$ cat src/rtl/multi_cycle_ctrl_if.sv
`default_nettype none
// ============================================================================
// Module   : multi_cycle_ctrl_if
// Purpose  : Bundle of instruction fields, datapath status and control
//            outputs exchanged between the multi-cycle controller and the
//            datapath.
// Revision : 1.0  initial release
// ============================================================================
interface multi_cycle_ctrl_if;
  // Instruction fields and datapath status flags
  logic [5:0] OpCode;
  logic [5:0] func;
  logic       zero;
  logic       gtz;
  logic       mem_ready;

  // Write enables and operand select
  logic       PCWr;
  logic       IRWr;
  logic       RegWrite;
  logic       MemWrite;
  logic       ALUSrc;

  // Multiplexer and operation selects
  logic [1:0] RegDst;
  logic [1:0] Mem_to_Reg;
  logic [1:0] Extop;
  logic [1:0] ALUop;
  logic [1:0] nPC_sel;

  // Status outputs
  logic [2:0] state;
  logic       illegal;
  logic       instr_done;

  // Controller side
  modport master (
    input  OpCode, func, zero, gtz, mem_ready,
    output PCWr, IRWr, RegWrite, MemWrite, ALUSrc,
    output RegDst, Mem_to_Reg, Extop, ALUop, nPC_sel,
    output state, illegal, instr_done
  );

  // Datapath side
  modport slave (
    output OpCode, func, zero, gtz, mem_ready,
    input  PCWr, IRWr, RegWrite, MemWrite, ALUSrc,
    input  RegDst, Mem_to_Reg, Extop, ALUop, nPC_sel,
    input  state, illegal, instr_done
  );
endinterface
`default_nettype wire

$ cat src/rtl/multi_cycle_ctrl.sv
`default_nettype none
// ============================================================================
// Module   : multi_cycle_ctrl
// Purpose  : Five-state (IF/ID/EXE/MEM/WB) control unit for a multi-cycle
//            MIPS-subset datapath. State is registered; all control outputs
//            are decoded combinationally from state, instruction fields and
//            datapath status.
// Revision : 1.0  initial release
// ============================================================================
module multi_cycle_ctrl (
  input  logic               clk,
  input  logic               reset,
  multi_cycle_ctrl_if.master bus
);

  typedef enum logic [2:0] {
    S_IF  = 3'b000,
    S_ID  = 3'b001,
    S_EXE = 3'b010,
    S_MEM = 3'b011,
    S_WB  = 3'b100
  } state_t;

  localparam logic [5:0] OP_RTYPE = 6'b000000;
  localparam logic [5:0] OP_J     = 6'b000010;
  localparam logic [5:0] OP_JAL   = 6'b000011;
  localparam logic [5:0] OP_BEQ   = 6'b000100;
  localparam logic [5:0] OP_BGTZ  = 6'b000111;
  localparam logic [5:0] OP_ADDI  = 6'b001000;
  localparam logic [5:0] OP_ADDIU = 6'b001001;
  localparam logic [5:0] OP_ORI   = 6'b001101;
  localparam logic [5:0] OP_LUI   = 6'b001111;
  localparam logic [5:0] OP_LW    = 6'b100011;
  localparam logic [5:0] OP_SW    = 6'b101011;

  localparam logic [5:0] FN_JR    = 6'b001000;
  localparam logic [5:0] FN_ADDU  = 6'b100001;
  localparam logic [5:0] FN_SUBU  = 6'b100011;
  localparam logic [5:0] FN_SLT   = 6'b101010;

  localparam logic [1:0] SEL_0 = 2'b00;
  localparam logic [1:0] SEL_1 = 2'b01;
  localparam logic [1:0] SEL_2 = 2'b10;
  localparam logic [1:0] SEL_3 = 2'b11;

  state_t     cur_state;
  state_t     nxt_state;

  // Instruction class decode
  logic       is_rtype, is_r_alu, is_jr, is_j, is_jal;
  logic       is_beq, is_bgtz, is_lw, is_sw, is_ori, is_lui, is_addi;
  logic       is_i_alu, goes_exe;

  // Datapath selects, valid for the whole EXE..WB span of one instruction
  logic [1:0] sel_regdst, sel_extop, sel_aluop;
  logic       sel_alusrc;

  // Unqualified control values, gated by reset before reaching the ports
  logic       pc_wr, ir_wr, reg_wr, mem_wr, alu_src, ill, done;
  logic [1:0] reg_dst, mem_to_reg, ext_op, alu_op, npc_sel;

  assign is_rtype = (bus.OpCode == OP_RTYPE);
  assign is_r_alu = is_rtype && ((bus.func == FN_ADDU) || (bus.func == FN_SUBU) ||
                                 (bus.func == FN_SLT));
  assign is_jr    = is_rtype && (bus.func == FN_JR);
  assign is_j     = (bus.OpCode == OP_J);
  assign is_jal   = (bus.OpCode == OP_JAL);
  assign is_beq   = (bus.OpCode == OP_BEQ);
  assign is_bgtz  = (bus.OpCode == OP_BGTZ);
  assign is_lw    = (bus.OpCode == OP_LW);
  assign is_sw    = (bus.OpCode == OP_SW);
  assign is_ori   = (bus.OpCode == OP_ORI);
  assign is_lui   = (bus.OpCode == OP_LUI);
  assign is_addi  = (bus.OpCode == OP_ADDI) || (bus.OpCode == OP_ADDIU);
  assign is_i_alu = is_ori || is_lui || is_addi;
  assign goes_exe = is_r_alu || is_i_alu || is_beq || is_bgtz || is_lw || is_sw;

  // Datapath selects depend only on the instruction, so they stay constant
  // across EXE, MEM and WB while OpCode/func are held.
  always_comb begin
    sel_regdst = SEL_0;
    sel_alusrc = 1'b0;
    sel_extop  = SEL_0;
    sel_aluop  = SEL_0;
    if (is_r_alu) begin
      sel_regdst = SEL_1;
      if (bus.func == FN_SUBU)     sel_aluop = SEL_1;
      else if (bus.func == FN_SLT) sel_aluop = SEL_3;
      else                         sel_aluop = SEL_0;
    end else if (is_ori) begin
      sel_alusrc = 1'b1;
      sel_extop  = SEL_0;
      sel_aluop  = SEL_2;
    end else if (is_lui) begin
      sel_alusrc = 1'b1;
      sel_extop  = SEL_2;
    end else if (is_addi || is_lw || is_sw) begin
      sel_alusrc = 1'b1;
      sel_extop  = SEL_1;
    end else if (is_beq || is_bgtz) begin
      sel_aluop  = SEL_1;
    end
  end

  // Next-state and control decode for the current state
  always_comb begin
    nxt_state  = S_IF;
    pc_wr      = 1'b0;
    ir_wr      = 1'b0;
    reg_wr     = 1'b0;
    mem_wr     = 1'b0;
    alu_src    = 1'b0;
    ill        = 1'b0;
    reg_dst    = SEL_0;
    mem_to_reg = SEL_0;
    ext_op     = SEL_0;
    alu_op     = SEL_0;
    npc_sel    = SEL_0;
    case (cur_state)
      S_IF: begin
        if (bus.mem_ready) begin
          ir_wr     = 1'b1;
          pc_wr     = 1'b1;
          nxt_state = S_ID;
        end else begin
          nxt_state = S_IF;
        end
      end
      S_ID: begin
        if (is_j) begin
          pc_wr   = 1'b1;
          npc_sel = SEL_2;
        end else if (is_jal) begin
          pc_wr      = 1'b1;
          npc_sel    = SEL_2;
          reg_wr     = 1'b1;
          reg_dst    = SEL_2;
          mem_to_reg = SEL_2;
        end else if (is_jr) begin
          pc_wr   = 1'b1;
          npc_sel = SEL_3;
        end else if (goes_exe) begin
          nxt_state = S_EXE;
        end else begin
          ill = 1'b1;
        end
      end
      S_EXE: begin
        reg_dst = sel_regdst;
        alu_src = sel_alusrc;
        ext_op  = sel_extop;
        alu_op  = sel_aluop;
        if (is_beq) begin
          npc_sel = SEL_1;
          pc_wr   = bus.zero;
        end else if (is_bgtz) begin
          npc_sel = SEL_1;
          pc_wr   = bus.gtz;
        end else if (is_lw || is_sw) begin
          nxt_state = S_MEM;
        end else if (is_r_alu || is_i_alu) begin
          nxt_state = S_WB;
        end
      end
      S_MEM: begin
        reg_dst = sel_regdst;
        alu_src = sel_alusrc;
        ext_op  = sel_extop;
        alu_op  = sel_aluop;
        if (!bus.mem_ready) begin
          nxt_state = S_MEM;
        end else if (is_sw) begin
          mem_wr = 1'b1;
        end else if (is_lw) begin
          nxt_state = S_WB;
        end
      end
      S_WB: begin
        reg_dst    = sel_regdst;
        alu_src    = sel_alusrc;
        ext_op     = sel_extop;
        alu_op     = sel_aluop;
        reg_wr     = 1'b1;
        mem_to_reg = is_lw ? SEL_1 : SEL_0;
      end
      default: nxt_state = S_IF;
    endcase
    // An instruction retires in any real non-IF state that hands back to IF;
    // unused encodings are recovery, not instructions.
    done = (cur_state != S_IF) && (nxt_state == S_IF) &&
           ((cur_state == S_ID) || (cur_state == S_EXE) ||
            (cur_state == S_MEM) || (cur_state == S_WB));
  end

  // Write enables and pulses are forced low while reset is held so that a
  // pending store or register write cannot land during reset.
  assign bus.PCWr       = pc_wr  & ~reset;
  assign bus.IRWr       = ir_wr  & ~reset;
  assign bus.RegWrite   = reg_wr & ~reset;
  assign bus.MemWrite   = mem_wr & ~reset;
  assign bus.illegal    = ill    & ~reset;
  assign bus.instr_done = done   & ~reset;
  assign bus.ALUSrc     = alu_src;
  assign bus.RegDst     = reg_dst;
  assign bus.Mem_to_Reg = mem_to_reg;
  assign bus.Extop      = ext_op;
  assign bus.ALUop      = alu_op;
  assign bus.nPC_sel    = npc_sel;
  assign bus.state      = cur_state;

  // State register: reset returns to IF from any state
  always_ff @(posedge clk) begin
    if (reset) cur_state <= S_IF;
    else       cur_state <= nxt_state;
  end

endmodule
`default_nettype wire

$ cat src/flat_wrapper.sv
// flat-port wrapper written by rule: the top's interface ports become plain ports
module multi_cycle_ctrl_flat 
  (clk, reset, bus_OpCode, bus_func, bus_zero, bus_gtz, bus_mem_ready, bus_PCWr, bus_IRWr, bus_RegWrite, bus_MemWrite, bus_ALUSrc, bus_RegDst, bus_Mem_to_Reg, bus_Extop, bus_ALUop, bus_nPC_sel, bus_state, bus_illegal, bus_instr_done);
  multi_cycle_ctrl_if bus_i ();
  input  logic clk;
  input  logic reset;
  input wire logic [$bits(bus_i.OpCode)-1:0] bus_OpCode;
  input wire logic [$bits(bus_i.func)-1:0] bus_func;
  input wire logic [$bits(bus_i.zero)-1:0] bus_zero;
  input wire logic [$bits(bus_i.gtz)-1:0] bus_gtz;
  input wire logic [$bits(bus_i.mem_ready)-1:0] bus_mem_ready;
  output wire logic [$bits(bus_i.PCWr)-1:0] bus_PCWr;
  output wire logic [$bits(bus_i.IRWr)-1:0] bus_IRWr;
  output wire logic [$bits(bus_i.RegWrite)-1:0] bus_RegWrite;
  output wire logic [$bits(bus_i.MemWrite)-1:0] bus_MemWrite;
  output wire logic [$bits(bus_i.ALUSrc)-1:0] bus_ALUSrc;
  output wire logic [$bits(bus_i.RegDst)-1:0] bus_RegDst;
  output wire logic [$bits(bus_i.Mem_to_Reg)-1:0] bus_Mem_to_Reg;
  output wire logic [$bits(bus_i.Extop)-1:0] bus_Extop;
  output wire logic [$bits(bus_i.ALUop)-1:0] bus_ALUop;
  output wire logic [$bits(bus_i.nPC_sel)-1:0] bus_nPC_sel;
  output wire logic [$bits(bus_i.state)-1:0] bus_state;
  output wire logic [$bits(bus_i.illegal)-1:0] bus_illegal;
  output wire logic [$bits(bus_i.instr_done)-1:0] bus_instr_done;
  assign bus_i.OpCode = bus_OpCode;
  assign bus_i.func = bus_func;
  assign bus_i.zero = bus_zero;
  assign bus_i.gtz = bus_gtz;
  assign bus_i.mem_ready = bus_mem_ready;
  assign bus_PCWr = bus_i.PCWr;
  assign bus_IRWr = bus_i.IRWr;
  assign bus_RegWrite = bus_i.RegWrite;
  assign bus_MemWrite = bus_i.MemWrite;
  assign bus_ALUSrc = bus_i.ALUSrc;
  assign bus_RegDst = bus_i.RegDst;
  assign bus_Mem_to_Reg = bus_i.Mem_to_Reg;
  assign bus_Extop = bus_i.Extop;
  assign bus_ALUop = bus_i.ALUop;
  assign bus_nPC_sel = bus_i.nPC_sel;
  assign bus_state = bus_i.state;
  assign bus_illegal = bus_i.illegal;
  assign bus_instr_done = bus_i.instr_done;
  multi_cycle_ctrl u_core (.clk(clk), .reset(reset), .bus(bus_i));
endmodule
$ cat config.mk
export PLATFORM = sky130hd
export DESIGN_NAME = multi_cycle_ctrl_flat
export DESIGN_NICKNAME = d
export VERILOG_FILES = /design/src/rtl/multi_cycle_ctrl_if.sv /design/src/rtl/multi_cycle_ctrl.sv /design/src/flat_wrapper.sv
export SDC_FILE = /design/constraint.sdc
export NUM_CORES = 1
export LEC_CHECK = 0
export CELL_PAD_IN_SITES_DETAIL_PLACEMENT = 1
export CELL_PAD_IN_SITES_GLOBAL_PLACEMENT = 1
export CORE_MARGIN = 8
export CORE_UTILIZATION = 25
export DETAILED_ROUTE_END_ITERATION = 8
export PLACE_DENSITY_LB_ADDON = 0.3
export SLEW_MARGIN = 20
export SYNTH_ARGS = -nofsm -noshare
export SYNTH_HDL_FRONTEND = slang
export SYNTH_SLANG_ARGS = --single-unit
$ cat constraint.sdc
create_clock -name clk -period 6.91 [get_ports clk]
set_clock_uncertainty 0.15 [all_clocks]
set_input_delay 2.073 -clock clk [delete_from_list [all_inputs] [get_ports clk]]
set_output_delay 2.073 -clock clk [all_outputs]
set_load 0.02 [all_outputs]
* After elaboration in Yosys (flattened, before gate mapping) *
Cells that the tools add are included.

storage, ports and cells
  register bits after elaboration = 3
  input port bits = 17
  output and inout bits = 20
  word-level logic and storage cells = 114

operators by class
  eq/ne operators = 18
  mux-type cells = 62
  bitwise logic cells = 7
  reduce and logical (&&, ||, !) cells = 26

operator list
  cell                                            number
  two-way mux 2 bit                               18
  == test 6 x 4 -> 1 bit (second input constant)  5
  == test 6 bit (second input constant)           5
  two-way mux 3 bit                               10
  two-way mux 1 bit                               28
  logical OR 1 bit                                17
  == test 6 x 2 -> 1 bit (second input constant)  2
  == test 6 x 3 -> 1 bit (second input constant)  2
  one-hot mux 2 bit (2 select lines)              3
  one-hot mux 3 bit (4 select lines)              1
  AND 1 bit                                       6
  == test 3 x 2 -> 1 bit (second input constant)  2
  logical NOT 3 bit                               2
  logical NOT 6 bit                               1
  logical AND 1 bit                               4
  == test 3 x 1 -> 1 bit (second input constant)  1
  == test 3 bit (second input constant)           1
  one-hot mux 1 bit (3 select lines)              1
  nonzero test 3 bit                              1
  OR reduction 3 bit                              1
  one-hot mux 1 bit (2 select lines)              1
  NOT 1 bit                                       1

* Logic depth before layout (Yosys ltp) *
  word-level depth = 18
  gate-level depth with buffers = 6
  mapped depth without buffers = 5

* Worst setup path before layout *
OpenSTA, ideal clock, no wires.

  kind = input to output
  from = input bus_OpCode[1]
  to = output bus_PCWr
  arrival = 3.734 ns
  required time = 4.687 ns
  slack = 0.953 ns
  stages on the path = 6
  path buffers = 1
  cell sequence = buf_4 nor4_2 a21oi_1 nor2_1 o21ai_0 a21boi_0

between the ends
  longest elaborated chain between the ends = 7
  elaborated cells on any way between the ends = 13

RTL lines
  item                                  line                     RTL
  from (decl)                           flat_wrapper.sv:7        input wire logic [$bits(bus_i.OpCode)-1:0] bus_OpCode;
  logical NOT 6 bit                     multi_cycle_ctrl.sv:62   assign is_rtype = (bus.OpCode == OP_RTYPE);
  logical AND 1 bit                     multi_cycle_ctrl.sv:65   assign is_jr = is_rtype && (bus.func == FN_JR);
  two-way mux 1 bit                     multi_cycle_ctrl.sv:139  end else if (is_jr) begin
  two-way mux 1 bit                     multi_cycle_ctrl.sv:133  end else if (is_jal) begin
  two-way mux 1 bit                     multi_cycle_ctrl.sv:130  if (is_j) begin
  one-hot mux 1 bit (3 select lines) *  multi_cycle_ctrl.sv:119  case (cur_state)
  AND 1 bit *                           multi_cycle_ctrl.sv:197  assign bus.PCWr = pc_wr & ~reset;
  to (decl)                             flat_wrapper.sv:12       output wire logic [$bits(bus_i.PCWr)-1:0] bus_PCWr;

Every way passes the cells marked *; elsewhere a longest branch is shown, timed or not.

* Worst setup path in the final report *
  from = input bus_OpCode[1]
  to = output bus_instr_done

between the ends
  longest elaborated chain between the ends = 17
  elaborated cells on any way between the ends = 38

RTL lines
  item                                       line                                                                    RTL
  == test 6 x 4 -> 1 bit (on tied branches)  multi_cycle_ctrl.sv:72, multi_cycle_ctrl.sv:73, multi_cycle_ctrl.sv:74
  logical OR 1 bit (on tied branches)        multi_cycle_ctrl.sv:75, multi_cycle_ctrl.sv:74
  logical OR 1 bit                           multi_cycle_ctrl.sv:75                                                  assign is_i_alu = is_ori || is_lui || is_addi;
  logical OR 1 bit                           multi_cycle_ctrl.sv:76, multi_cycle_ctrl.sv:161
  logical OR 1 bit (4 in series)             multi_cycle_ctrl.sv:76                                                  assign goes_exe = is_r_alu || is_i_alu || is_beq || is_bgtz || is_lw || is_sw;
  two-way mux 2 bit                          multi_cycle_ctrl.sv:142                                                 end else if (goes_exe) begin
  two-way mux 3 bit                          multi_cycle_ctrl.sv:139
  two-way mux 3 bit                          multi_cycle_ctrl.sv:133
  two-way mux 3 bit                          multi_cycle_ctrl.sv:130
  one-hot mux 3 bit (4 select lines) *       multi_cycle_ctrl.sv:119
  logical NOT 3 bit *                        multi_cycle_ctrl.sv:190                                                 done = (cur_state != S_IF) && (nxt_state == S_IF) &&
  logical AND 1 bit * (2 in series)          multi_cycle_ctrl.sv:190
  AND 1 bit *                                multi_cycle_ctrl.sv:202                                                 assign bus.instr_done = done & ~reset;
  to (decl)                                  flat_wrapper.sv:24                                                      output wire logic [$bits(bus_i.instr_done)-1:0] bus_instr_done;

Marked as above.

==> impl_metrics.csv <==
group,metric,value,unit
outcome,status,"completed",
yosys,syn-mean-instance-area,6.256,sq um
clock_network,cts.clk_slew.worst_paths,0.04,ns
worst_setup_path,cp.arrival,4.45,ns
yosys,synthTopCellsByArea,"dfxtp_1 9.8%, nor2_1 9.2%, a21oi_1 7.3%",
power,total_power,0.08583,mW
layout,n_antenna_cell,0,
global_route,antenna_found_initial,0,
sta,timing.final.crit_share,96.61,%
yosys,ys_seq_elements,3,
route,wirelength,2444,um
layout,final_layout_size_suffix_gt1_share,8.271,%
placement,hpwl,2021,um
layout,largest_register_ffs,3,
sta,hold_viol_final,0,
clock_network,post-cts-setup-buffer-count,0,
global_route,grt_pass1_vias,866,
sta,fin_crit,6.676,ns
yosys,synth_cells,98,
floorplanning,start_util,25.44,%
sta,grt_setup_unrepaired,"no",
yosys,synth-async-reset-ratio,0,%
yosys,synth_ff_type,"dfxtp_1",
yosys,syn_area,613.1,sq um
placement,port-buffer-count,36,
sta,final.setup.tns,0,ns
clock_network,cts-root-buf,"clkbuf_4",
sta,timing.final.max_slew_violations,0,
clock_network,cts_tree,"done",
clock_network,numCtsBuffers,3,
clock_network,cts-resized-gates,0,
worst_setup_path,rrSetupSlack,5.43,ns
yosys,ys_warn_count,0,
min_path,min_from,"u_core.bus.state[1]",
clock_network,cts_buffer_depth,2,
clock_network,cts_htree_levels,1,
worst_setup_path,required,4.69,ns
global_route,grt_pass1_wl,3995,um
worst_setup_path,rr_endpoint,"u_core.bus.state[1]",
floorplanning,pin_count,37,
yosys,yosysSeqAreaShare,9.796,%
route,via_count,830,
worst_setup_path,critPathCaptureType,"output pin",
clock_network,clkLatencyLatePin,0.24,ns
route,avgRoutedWirePerCell,14.99,um
layout,area.growth.synth_to_final,65.31,%
floorplanning,die_h,65.52,um
worst_setup_path,rr_startpoint,"u_core.bus.state[0]",
power,power_density,84.69,nW/um^2
worst_setup_path,r2r_cells,4,
yosys,synth_cell_types,40,
global_route,grt_overflow,0,
floorplanning,dieArea,4293,sq um
sta,slew_headroom,71.93,%
route,drt_first_pass_iters,4,
floorplanning,std_cell_rows,18,
run,drv_cap,0,
clock_network,ctsHoldBuffers,0,
yosys,synth_top_area_share,9.796,%
worst_setup_path,critPathLaunchType,"input pin",
power,p_leak,0.3544,nW
global_route,grt_usage,11.08,%
clock_network,cts_sinks,3,
layout,final_util,42.06,%
route,ant_nets,0,
floorplanning,die_x,65.52,um
min_path,holdPathEnd,"u_core.bus.state[0]",
route,routed_via_density,5.092,
yosys,synth_top_area_cell,"dfxtp_1",
min_path,hold_class,"reg2reg",
global_route,grt_max_degree,14,
route,drt_iter0_drc,13,
min_path,min_path_cells,1,
placement,gp_congestion,0.7801,
worst_setup_path,path_class,"in2out",
sta,worstMarginPinSlew,0.4204,ns
floorplanning,core,2410,sq um
power,peakVddDrop,0.06592,mV
layout,nets,151,
yosys,synth_fp_nets,115,
worst_setup_path,crit_path_max_fanout,6,
route,drc_errors,0,
sta,setup_viol,0,
yosys,synth_edf_count,0,
sta,fmaxAchievable,149.8,MHz
per-layer routing:
metal,GRT usage (%),share of wire [%],vias to the layer above
li1,-,-,420
met1,13.20,46,390
met2,19.07,48,20
met3,3.741,6.2,0
met4,1.635,0,0
met5,0,0,-
worst max-delay path, stage by stage:
cell             delay [ns]
clkdlybuf4s50_1        0.53
nor4_2                 0.47
o2111ai_1              0.29
nand3_1                0.16
and3b_1                0.18
and4bb_1               0.21
clkdlybuf4s50_1        0.53
where the power goes:
part           leakage [nW]  switching [mW]  internal [mW]
sequential           0.0244         0.00130         0.0179
clock                0.0150         0.00996         0.0217
combinational         0.315          0.0169         0.0181
total                 0.354          0.0282         0.0576
placed cells by master, fill, tap and decap left out, drive strengths merged, types with 2 or more instances in the layout:
| master | count |
|---|---|
| clkdlybuf4s50 | 36 |
| o21ai | 3 |
| nand3 | 4 |
| nand2 | 10 |
| and2 | 2 |
| nor4b | 2 |
| or2 | 2 |
| nor4 | 3 |
| buf | 3 |
| nand4 | 3 |
| a21oi | 9 |
| or3b | 2 |
| nor3 | 6 |
| inv | 4 |
| nand2b | 2 |
| a211o | 2 |
| clkbuf | 4 |
| dfxtp | 3 |
| and3b | 2 |
| nor2 | 15 |
| nor2b | 2 |
cells by family after synthesis:
kind of cell | share of synthesized area [%]
compound gates | 23.06
simple gates | 54.09
mux | 1.633
xor+xnor | 1.429
buf+inv | 9.997
flops | 9.796
cell type report:
type,count,area [sq um]
multi-input combinational,83,491.7
timing repair buffer,39,382.9
fill,314,1396
sequential,3,60.06
clock buffer,4,26.28
inverter,4,15.01
tap,30,37.54
metrics by stage:
stage	worst slack, ns	std cells	instance area, sq um	hold WS [ns]
detailed placement	0.2193	159	987.2	0.5938
finish	0.2340	163	1013	0.6048
CTS	0.2144	163	1013	0.6047
floorplan	0.9534	98	613.1	0.5371
global placement	0.2466	159	987.2	0.5958
global route	0.04495	163	1013	0.6302
worst max path at each step:
stage | startpoint | end | slack, ns | cells past startpoint
final | bus_OpCode[1] | bus_instr_done | 0.23 | 7
after global routing | bus_OpCode[1] | bus_instr_done | 0.04 | 7
after CTS | bus_OpCode[1] | bus_instr_done | 0.21 | 7
after detailed placement | bus_OpCode[1] | bus_instr_done | 0.22 | 7
after global placement | bus_OpCode[0] | bus_instr_done | 0.25 | 7
after floorplan | bus_OpCode[1] | bus_PCWr | 0.95 | 6
synth_stat cells, types with 2 or more instances:
cell type,number
a21oi_1,9
and2_1,2
and3b_1,2
buf_4,2
clkbuf_1,4
dfxtp_1,3
inv_1,4
nand2_1,10
nand2b_1,2
nand3_1,4
nand4_1,3
nor2_1,15
nor2b_1,2
nor3_1,6
nor4_2,2
nor4b_1,2
o21ai_0,3
No activity file was read; power rests on OpenSTA's default activity.
